### config.mk
export PLATFORM = sky130hd
export DESIGN_NAME = gpr_scoreboard
export DESIGN_NICKNAME = d
export VERILOG_FILES = /design/src/rtl/gpr_scoreboard_pkg.sv /design/src/rtl/gpr_scoreboard_match.sv /design/src/rtl/gpr_scoreboard.sv
export SDC_FILE = /design/constraint.sdc
export NUM_CORES = 1
export LEC_CHECK = 0
export BUFFER_PORTS_ARGS = -buffer_cell sky130_fd_sc_hd__buf_2
export CAP_MARGIN = 20
export CORE_MARGIN = 2
export CORE_UTILIZATION = 25
export DETAILED_ROUTE_END_ITERATION = 16
export PLACE_DENSITY_LB_ADDON = 0.08
export SLEW_MARGIN = 30
export SYNTH_ARGS = -nofsm -noshare
export SYNTH_HDL_FRONTEND = slang
export SYNTH_SLANG_ARGS = --single-unit
### constraint.sdc
create_clock -name clock -period 7 [get_ports clock]
set_input_delay 1.4 -clock clock [delete_from_list [all_inputs] [get_ports clock]]
set_output_delay 1.4 -clock clock [all_outputs]
set_load 0.01 [all_outputs]
### src/rtl/gpr_scoreboard_pkg.sv
// gpr_scoreboard_pkg
//   Shared types and helpers for the GPR in-flight scoreboard.
//   - GPR_IDX_W   : architectural register index width
//   - entry_ctl_t : per-entry control fields {rd, dv}. The data field of an
//                   entry lives in a separate array in the top so that it can
//                   be left out entirely when forwarding is compiled out.
//   - ptr_full / ptr_empty : wrap-bit compare of head/tail pointers
package gpr_scoreboard_pkg;

  localparam int GPR_IDX_W = 5;

  typedef logic [GPR_IDX_W-1:0] gpr_idx_t;

  typedef struct packed {
    gpr_idx_t rd;
    logic     dv;
  } entry_ctl_t;

  // Indices equal and wrap bits differ: the tail has lapped the head.
  function automatic logic ptr_full(input logic idx_eq,
                                    input logic head_wrap,
                                    input logic tail_wrap);
    return idx_eq & (head_wrap ^ tail_wrap);
  endfunction

  // Indices equal and wrap bits equal: nothing in flight.
  function automatic logic ptr_empty(input logic idx_eq,
                                     input logic head_wrap,
                                     input logic tail_wrap);
    return idx_eq & ~(head_wrap ^ tail_wrap);
  endfunction

endpackage

### src/rtl/gpr_scoreboard_match.sv
// gpr_scoreboard_match
//   Combinational youngest-match selector for one decode source operand.
//   Scans backward from the entry just below the tail (with wrap-around) and
//   reports the first occupied entry whose rd equals rs. rs==0 never hits.
//   Ports:
//     valid    in  DEPTH         per-entry occupancy
//     rd       in  DEPTH x 5     per-entry destination register
//     tail_idx in  TAGW          tail index (next slot to allocate)
//     rs       in  5             queried source register
//     hit      out 1             a matching entry exists
//     sel      out TAGW          index of the youngest matching entry
module gpr_scoreboard_match
  import gpr_scoreboard_pkg::*;
#(
  parameter  int DEPTH = 4,
  localparam int TAGW  = $clog2(DEPTH)
) (
  input  logic [DEPTH-1:0]     valid,
  input  gpr_idx_t [DEPTH-1:0] rd,
  input  logic [TAGW-1:0]      tail_idx,
  input  gpr_idx_t             rs,
  output logic                 hit,
  output logic [TAGW-1:0]      sel
);

  logic [TAGW-1:0] idx;

  // NOTE: every output of a combinational block gets a default before any
  // conditional assignment, otherwise the untaken paths infer a latch.
  always_comb begin
    hit = 1'b0;
    sel = '0;
    idx = '0;
    if (rs != '0) begin
      // Oldest first so that the youngest match overwrites earlier ones;
      // k==DEPTH lands on the tail slot itself (the head when full).
      for (int k = DEPTH; k >= 1; k--) begin
        idx = tail_idx - TAGW'(k);
        if (valid[idx] && (rd[idx] == rs)) begin
          hit = 1'b1;
          sel = idx;
        end
      end
    end
  end

endmodule

### src/rtl/gpr_scoreboard.sv
// gpr_scoreboard
//   In-order scoreboard of GPR writes issued past decode but not yet retired.
//   Decode queries rs1/rs2 for stall/forward decisions, execute posts results
//   by tag, writeback retires the head entry in order.
//   Build option: SCBD_FORWARD_EN enables result capture and forwarding; when
//   undefined no data array exists and any pending match stalls.
//   Ports:
//     clock, reset(sync, active-low), flush
//     issue_valid/issue_ready/issue_rd/issue_tag   allocation at the tail
//     result_valid/result_tag/result_val           early result by tag
//     retire_valid                                 retire the head entry
//     rs1/rs2 -> rsN_stall, rsN_fwd, rsN_val       operand queries
//     count, empty, full                           occupancy
module gpr_scoreboard
  import gpr_scoreboard_pkg::*;
#(
  parameter  int DEPTH = 4,
  parameter  int XLEN  = 32,
  localparam int TAGW  = $clog2(DEPTH)
) (
  input  logic            clock,
  input  logic            reset,
  input  logic            flush,
  input  logic            issue_valid,
  output logic            issue_ready,
  input  gpr_idx_t        issue_rd,
  output logic [TAGW-1:0] issue_tag,
  input  logic            result_valid,
  input  logic [TAGW-1:0] result_tag,
  input  logic [XLEN-1:0] result_val,
  input  logic            retire_valid,
  input  gpr_idx_t        rs1,
  input  gpr_idx_t        rs2,
  output logic            rs1_stall,
  output logic            rs2_stall,
  output logic            rs1_fwd,
  output logic            rs2_fwd,
  output logic [XLEN-1:0] rs1_val,
  output logic [XLEN-1:0] rs2_val,
  output logic [TAGW:0]   count,
  output logic            empty,
  output logic            full
);

  localparam logic [TAGW:0] PTR_ONE = 1;

  logic [TAGW:0]        head_q, tail_q;
  entry_ctl_t           ctl_q [DEPTH];
  logic [TAGW-1:0]      head_idx, tail_idx, off;
  logic                 idx_eq, issue_fire, retire_fire;
  logic [DEPTH-1:0]     occ, dv_vec;
  gpr_idx_t [DEPTH-1:0] rd_vec;
  logic                 rs1_hit, rs2_hit;
  logic [TAGW-1:0]      rs1_sel, rs2_sel;

  assign head_idx = head_q[TAGW-1:0];
  assign tail_idx = tail_q[TAGW-1:0];
  assign idx_eq   = (head_idx == tail_idx);
  assign full     = ptr_full(idx_eq, head_q[TAGW], tail_q[TAGW]);
  assign empty    = ptr_empty(idx_eq, head_q[TAGW], tail_q[TAGW]);
  assign count    = tail_q - head_q;

  // A retire in the same cycle frees the head slot, so a full buffer can
  // still accept an issue.
  assign issue_ready = ~flush & (~full | retire_valid);
  assign issue_tag   = tail_idx;
  assign issue_fire  = issue_valid & issue_ready;
  assign retire_fire = retire_valid & ~empty & ~flush;

  // Occupancy: entry i is live when its distance from the head is < count.
  always_comb begin
    occ    = '0;
    dv_vec = '0;
    rd_vec = '0;
    off    = '0;
    for (int i = 0; i < DEPTH; i++) begin
      off       = TAGW'(i) - head_idx;
      occ[i]    = ({1'b0, off} < count);
      dv_vec[i] = ctl_q[i].dv;
      rd_vec[i] = ctl_q[i].rd;
    end
  end

`ifdef SCBD_FORWARD_EN
  logic            result_fire;
  logic [XLEN-1:0] data_q [DEPTH];

  assign result_fire = result_valid & ~flush & occ[result_tag];

  // NOTE: the data array has no reset; a value is only ever read behind
  // dv, which is reset, so clearing the storage would buy nothing.
  always_ff @(posedge clock) begin
    if (result_fire) data_q[result_tag] <= result_val;
  end
`endif

  // NOTE: state is updated with non-blocking assignments so every read in
  // this block sees pre-edge values and the later issue write to a slot
  // takes precedence over an earlier result write to the same slot.
  always_ff @(posedge clock) begin
    if (!reset) begin
      head_q <= '0;
      tail_q <= '0;
      for (int i = 0; i < DEPTH; i++) ctl_q[i] <= '0;
    end else if (flush) begin
      head_q <= tail_q;
      for (int i = 0; i < DEPTH; i++) ctl_q[i].dv <= 1'b0;
    end else begin
      if (retire_fire) head_q <= head_q + PTR_ONE;
`ifdef SCBD_FORWARD_EN
      if (result_fire) ctl_q[result_tag].dv <= 1'b1;
`endif
      if (issue_fire) begin
        ctl_q[tail_idx] <= '{rd: issue_rd, dv: 1'b0};
        tail_q          <= tail_q + PTR_ONE;
      end
    end
  end

  always_ff @(posedge clock) begin
    if (reset) begin
      assert (!(retire_valid && empty && !flush));
`ifdef SCBD_FORWARD_EN
      assert (!(result_valid && !occ[result_tag]));
`endif
    end
  end

  gpr_scoreboard_match #(.DEPTH(DEPTH)) u_match_rs1 (
    .valid(occ), .rd(rd_vec), .tail_idx(tail_idx), .rs(rs1),
    .hit(rs1_hit), .sel(rs1_sel)
  );

  gpr_scoreboard_match #(.DEPTH(DEPTH)) u_match_rs2 (
    .valid(occ), .rd(rd_vec), .tail_idx(tail_idx), .rs(rs2),
    .hit(rs2_hit), .sel(rs2_sel)
  );

`ifdef SCBD_FORWARD_EN
  assign rs1_fwd   = rs1_hit & dv_vec[rs1_sel];
  assign rs1_stall = rs1_hit & ~dv_vec[rs1_sel];
  assign rs1_val   = rs1_fwd ? data_q[rs1_sel] : '0;
  assign rs2_fwd   = rs2_hit & dv_vec[rs2_sel];
  assign rs2_stall = rs2_hit & ~dv_vec[rs2_sel];
  assign rs2_val   = rs2_fwd ? data_q[rs2_sel] : '0;
`else
  // Without a data array any in-flight writer of the operand blocks decode.
  logic unused_ok;
  assign unused_ok = ^{result_valid, result_tag, result_val, dv_vec,
                       rs1_sel, rs2_sel};
  assign rs1_stall = rs1_hit;
  assign rs2_stall = rs2_hit;
  assign rs1_fwd   = 1'b0;
  assign rs2_fwd   = 1'b0;
  assign rs1_val   = '0;
  assign rs2_val   = '0;
`endif

endmodule

Word-level counts from Yosys, hierarchy flattened
Memories as Yosys holds them, arrays and structs flattened.
Index checks and enable logic that the tools add are counted.
{"block": "word_totals", "reg_bits": 6, "ram_bits": 20, "memories": 1}
{"memory": "ctl_q", "words": 4, "word_bits": 5, "read_ports": 4, "rd_clocked_by_memory_dff": 0, "wr": 4, "line_no": "gpr_scoreboard.sv:48", "rtl": "entry_ctl_t ctl_q [DEPTH];"}
{"block": "op_classes", "n_addsub": 10, "n_lt_le_gt_ge": 8, "n_eq_ne": 9, "n_mux": 36, "bitwise": 12, "n_reduce_logical": 13}
{"operator": "$bmux 5 s2", "count": 4}
{"operator": "$eq 5x5->1", "count": 8}
{"operator": "$mux 5", "count": 5}
{"operator": "$mux 1", "count": 20}
{"operator": "$lt 2x3->1", "count": 4}
{"operator": "$lt 2x3->1 const B", "count": 4}
{"operator": "$reduce_bool 5->1", "count": 2}
{"operator": "$bmux 1 s2", "count": 4}
{"operator": "$logic_and 1x1->1", "count": 8}
{"operator": "$add 3x1->3 const B", "count": 2}
{"operator": "$and 1x1->1", "count": 6}
{"operator": "$mux 3", "count": 2}
{"operator": "$reduce_or 5->1", "count": 1}
{"operator": "$not 1->1", "count": 4}
{"operator": "$sub 1x2->2 const A", "count": 2}
{"operator": "$sub 2x2->2 const A", "count": 2}
{"operator": "$sub 2x2->2 const B", "count": 2}
{"operator": "$sub 3x3->3", "count": 1}
{"operator": "$eq 2x2->1", "count": 1}
{"operator": "$mux 2", "count": 1}
{"operator": "$reduce_and 2->1", "count": 1}
{"operator": "$reduce_bool 2->1", "count": 1}
{"operator": "$sub 2x1->2 const B", "count": 1}
{"operator": "$or 1x1->1", "count": 1}
{"operator": "$xor 1x1->1", "count": 1}

Depth between registers and ports, before layout
{"block": "depth", "ltp_word": 12, "mapped_depth": 14, "depth_no_buf": 12}

Cells and area by module
A second synthesis with hierarchy kept.
{"block": "unflattened", "cells_unflattened": 424, "hier_area_um2": 4147.7}
{"mod": "gpr_scoreboard", "n_inst": 1, "cells_per_inst": 220, "area_each_um2": 2095.8}
{"mod": "gpr_scoreboard_match", "n_inst": 2, "cells_per_inst": 102, "area_each_um2": 1026.0}

Worst setup path before layout
OpenSTA, ideal clock, no wires.
{"block": "synth_timing", "path_kind": "reg2out", "from": "reg tail_q[0]", "to": "out rs1_stall", "arrival_ns": 3.185, "required_ns": 5.600, "slack_ns": 2.415, "path_stages_with_launch": 15, "cell_sequence": "dfxtp_1 -> buf_2 -> buf_6 -> inv_1 -> ha_1 -> inv_1 -> fa_1 -> inv_1 -> ha_1 -> o21bai_1 -> o32ai_1 -> a2111oi_1 -> nor4_1 -> a31oi_1 -> a21oi_1"}
{"block": "synth_via", "elab_chain_cells": 10, "elab_cells_between_ends": 37}
{"item": "start, declared", "line_no": "gpr_scoreboard.sv:47", "rtl": "logic [TAGW:0] head_q, tail_q;"}
{"item": "start signal, assigned", "line_no": "gpr_scoreboard.sv:115", "rtl": "tail_q <= tail_q + PTR_ONE;"}
{"item": "$sub 3x3->3 *", "line_no": "gpr_scoreboard.sv:61", "rtl": "assign count = tail_q - head_q;"}
{"item": "named net count[1]", "line_no": "gpr_scoreboard.sv:40", "rtl": "output logic [TAGW:0] count,"}
{"item": "$lt 2x3->1", "line_no": "gpr_scoreboard.sv:78", "rtl": "occ[i] = ({1'b0, off} < count);"}
{"item": "$bmux 1 s2", "line_no": "gpr_scoreboard_match.sv:39", "rtl": "if (valid[idx] && (rd[idx] == rs)) begin"}
{"item": "$mux 1 (not written as such)", "line_no": "gpr_scoreboard_match.sv:39"}
{"item": "$logic_and 1x1->1", "line_no": "gpr_scoreboard_match.sv:39"}
{"item": "$mux 1 (3 in series)", "line_no": "gpr_scoreboard_match.sv:39"}
{"item": "$mux 1 *", "line_no": "gpr_scoreboard_match.sv:39"}
{"item": "$mux 1 *", "line_no": "gpr_scoreboard_match.sv:34", "rtl": "if (rs != '0) begin"}
{"item": "end, declared", "line_no": "gpr_scoreboard.sv:34", "rtl": "output logic rs1_stall,"}
Mark *: on every way through the listed nets, which the timed path passes. The rest lies on a longest branch. The select of a mux whose other input is x is not followed.

Final worst setup path
{"block": "layout_timing", "from": "reg tail_q[0]", "to": "out rs2_stall"}
{"block": "layout_via", "elab_chain_cells": 10, "elab_cells_between_ends": 37}
{"item": "$sub 3x3->3", "line_no": "gpr_scoreboard.sv:61"}
{"item": "$lt 2x3->1", "line_no": "gpr_scoreboard.sv:78"}
{"item": "$bmux 1 s2", "line_no": "gpr_scoreboard_match.sv:39"}
{"item": "$mux 1 (not written as such)", "line_no": "gpr_scoreboard_match.sv:39"}
{"item": "$logic_and 1x1->1", "line_no": "gpr_scoreboard_match.sv:39"}
{"item": "$mux 1 (3 in series)", "line_no": "gpr_scoreboard_match.sv:39"}
{"item": "$mux 1 *", "line_no": "gpr_scoreboard_match.sv:39"}
{"item": "$mux 1 *", "line_no": "gpr_scoreboard_match.sv:34"}
{"item": "end, declared", "line_no": "gpr_scoreboard.sv:35", "rtl": "output logic rs2_stall,"}
Mark *: on every way between the ends. The rest lies on a longest branch, timed or not. The select of a mux whose other input is x is not followed.

==> metrics.md <==
| Metric | Value |
|---|---|
| Grt ovf | 0 |
| Vias per std cell | 4.30 |
| Post-synthesis xor/xnor area fraction | 13.4% |
| First-pass GRT wire length | 10500 µm |
| Critical Setup Path Class | register to primary output |
| Drt first pass iters | 4 |
| # rows | 39 |
| Post-CTS Setup Bufs | 0 |
| Adder-cell share of the synthesized area | 6.52% |
| Setup TNS | 0 ps |
| Share of the synthesized area in the top cell type | 20.1% |
| Crit start category | register |
| Vias | 1983 |
| Pwr Density | 174 nW/µm² |
| TritonCTS Buffers | 3 |
| Final Hold Viols | 0 |
| Largest net degree at the start of global routing | 31 |
| Final setup fails | 0 |
| GRT Util Overall | 10.3% |
| Ports | 131 |
| Clk root buf | clkbuf_16 |
| Antenna Nets Post-Route | 0 |
| Synthesis-to-layout area growth | 3.13% |
| EDFF count, synth | 20 |
| Drt wl/cell | 14.1 µm |
| Sequential area share after synthesis | 24.1% |
| Worst EP required | 5600 ps |
| Min cycle time layout | 5010 ps |
| Tightest Pin Transition | 667 ps |
| Primary FF master, synth | edfxtp_1 |
| Starting density of the core | 25.9% |
| Setup WS pre-CTS | 2220 ps |
| Post_cts resized | 0 |
| Crit path capture type | primary output |
| CTS max path bufs | 2 |
| Power Total | 539 µW |
| # hold bufs at CTS | 0 |
| Final period utilization | 71.6% |
| Leak Pwr | 1.29 nW |
| Die ar. | 12900 µm² |
| #FFs+latches synth | 26 |
| Maximum level of the CTS H-tree | 1 |
| Fraction of layout instances using a drive strength above 1 | 18.6% |
| Mean Syn Cell Area | 9.82 µm² |
| Worst R2R Start | tail_q[1]$_SDFFE_PN0N_ |
| Fmax achieved | 0.199 GHz |
| Final clock skew | 1.31 ps |
| VDD IR-drop max | 0.0000733 V |
| Slew Limit Headroom | 55.5% |
| Ys async rst share | 0% |
| FF-to-FF path depth | 7 |
| HPWL after DPL | 5230 µm |
| Drt drc | 0 |
| Worst-path clk slew | 70 ps |
| Number of port buffers | 29 |
| RePlAce Congestion | 0.789 |
| CTS Sinks | 26 |
| Main combinational cell family by area after synthesis | buffers and inverters |
| Die Y-Extent | 113 µm |
| Clk Latency, worst-skew pair | 260 ps |
| Die X | 113 µm |
| Top post-synthesis cells by area | edfxtp_1, buf_4, mux4_2 |
| Initial antenna violation count | 0 |
| Worst Path Arrival | 3610 ps |
| Vias in the first global route | 1892 |
| CTS tree | done |
| Final Net Count | 389 |
| CORE AREA | 11600 µm² |
| Mapped Area | 2990 µm² |
| Status | finished clean |
| Post-synthesis mux area share | 16.0% |
| Max cap viols | 0 |
| DRT Wirelength | 6490 µm |
| Hold path startpoint | tail_q[2]$_SDFFE_PN0N_ |
| RSZ-0062 raised after global routing | no |
| Slew Viols, Final | 0 |
| Compound-Gate Fraction of Synth Area | 5.64% |
| Initial drt markers | 51 |
| Tightest Hold Check Type | register to register |
| Capture point of the worst reg-to-reg path | ctl_q[2][1]$_SDFFCE_PN0P_ |
| Setup ws final | 1990 ps |
| Worst hold slack | 533 ps |
| CP max FO | 8 |
| WHS Endpoint | tail_q[2]$_SDFFE_PN0N_ |
| Hold Path Stages | 1 |
| Post-synthesis cell type count | 37 |
| Synth warnings | 0 |
| Ant. Diodes | 0 |
| Syn Inst Count | 305 |
| R2r setup slk | 4590 ps |
| Post-synth top area cell | edfxtp_1 |
| Simple-gate share of the synthesized area | 13.1% |
==> routing by layer <==
layer / share of wire (%) / routed length [µm] / up-vias / GRT usage, %
met5: 0 / 0 / - / 0
met4: 1.0 / 68 / 0 / 2.93
met3: 4.4 / 284 / 5 / 1.06
met2: 44 / 2880 / 74 / 15.6
met1: 50 / 3260 / 935 / 15.6
li1: - / - / 969 / -
==> state kept, by name, summed over array words and instances (netlist names) <==
signal	flops
ctl_q	20
tail_q	3
head_q	3
==> cells in the mapped netlist (all sizes together), types with 2 or more instances <==
library cell,count
a2111oi,4
a21oi,5
a31oi,4
and3,20
buf,77
clkbuf,10
dfxtp,6
edfxtp,20
ha,14
inv,10
mux2i,4
mux4,19
nand2,13
nand2b,3
nand3,2
nand4,4
nor2,14
nor2b,4
nor3,8
nor4,4
o32ai,4
or4,2
xnor2,29
xor2,16
==> final cells by class <==
| class | instances | area [µm²] |
|---|---|---|
| clock buffers | 3 | 75.1 |
| fillers | 1249 | 8480 |
| flip-flops and latches | 26 | 722 |
| inverters | 10 | 37.5 |
| clock inverters | 1 | 30.0 |
| well taps | 143 | 179 |
| repair buffers | 31 | 160 |
| multi-input cells | 247 | 1880 |
==> worst max-delay path by stage <==
stage	start	endpoint	slack, ps
2_1_floorplan	tail_q[0]$_SDFFE_PN0N_	rs1_stall	2410
3_5_place_dp	tail_q[0]$_SDFFE_PN0N_	rs2_stall	2220
3_3_place_gp	tail_q[1]$_SDFFE_PN0N_	rs2_stall	1980
6_report	tail_q[0]$_SDFFE_PN0N_	rs2_stall	1990
4_1_cts	tail_q[0]$_SDFFE_PN0N_	rs2_stall	1920
5_1_grt	tail_q[0]$_SDFFE_PN0N_	rs1_stall	1650
==> worst max-delay path, cell delays in order (launching register included) <==
cell and delay, ps:
dfxtp_1 310, inv_1 270, ha_1 210, inv_1 50, fa_1 500, inv_1 120
ha_1 300, o21bai_1 280, o32ai_1 140, a2111oi_1 590, nor3_1 150, a31oi_1 200
a21oi_1 90, buf_2 140
==> where the power goes <==
| part | internal (mW) | total (mW) | switching (mW) |
|---|---|---|---|
| Clock | 0.114 | 0.167 | 0.0534 |
| Combinational | 0.0790 | 0.189 | 0.110 |
| Sequential | 0.173 | 0.182 | 0.00897 |
| Total | 0.366 | 0.539 | 0.173 |
==> placed cells by master, fill, tap and decap left out, types with 2 or more instances in the layout <==
cell type,count
a2111oi_1,4
a21oi_1,5
a31oi_1,4
and3_1,20
buf_2,29
buf_4,2
clkbuf_16,3
conb_1,66
dfxtp_1,5
edfxtp_1,20
ha_1,14
inv_1,10
mux2i_1,4
mux4_2,19
nand2_1,13
nand2b_1,3
nand3_1,2
nand4_1,4
nor2_1,14
nor2b_1,4
nor3_1,8
nor4_1,4
o32ai_1,4
or4_1,2
xnor2_1,29
xor2_1,15
==> per-stage QoR <==
step | std cells | cell area [µm²] | util [%]
after floorplan | 370 | 3240 | -
final | 461 | 3090 | 26.7
after CTS | 461 | 3090 | 26.7
after global routing | 461 | 3090 | 26.7
after detailed placement | 457 | 2980 | 25.8
after global placement | 457 | 2980 | 25.8
==> cells by family (layout without fill, tap and decap cells) <==
kind of cell / after synthesis / in the layout
buffers and inverters: 97 / 45
and+or+nand+nor: 75 / 75
xor gates and xnor gates: 45 / 45
DFF: 26 / 26
muxes: 24 / 24
AOI/OAI and AO/OA: 22 / 22
adders and majority gates: 15 / 15
other: 1 / 66
(Power assumes the default switching activity.)
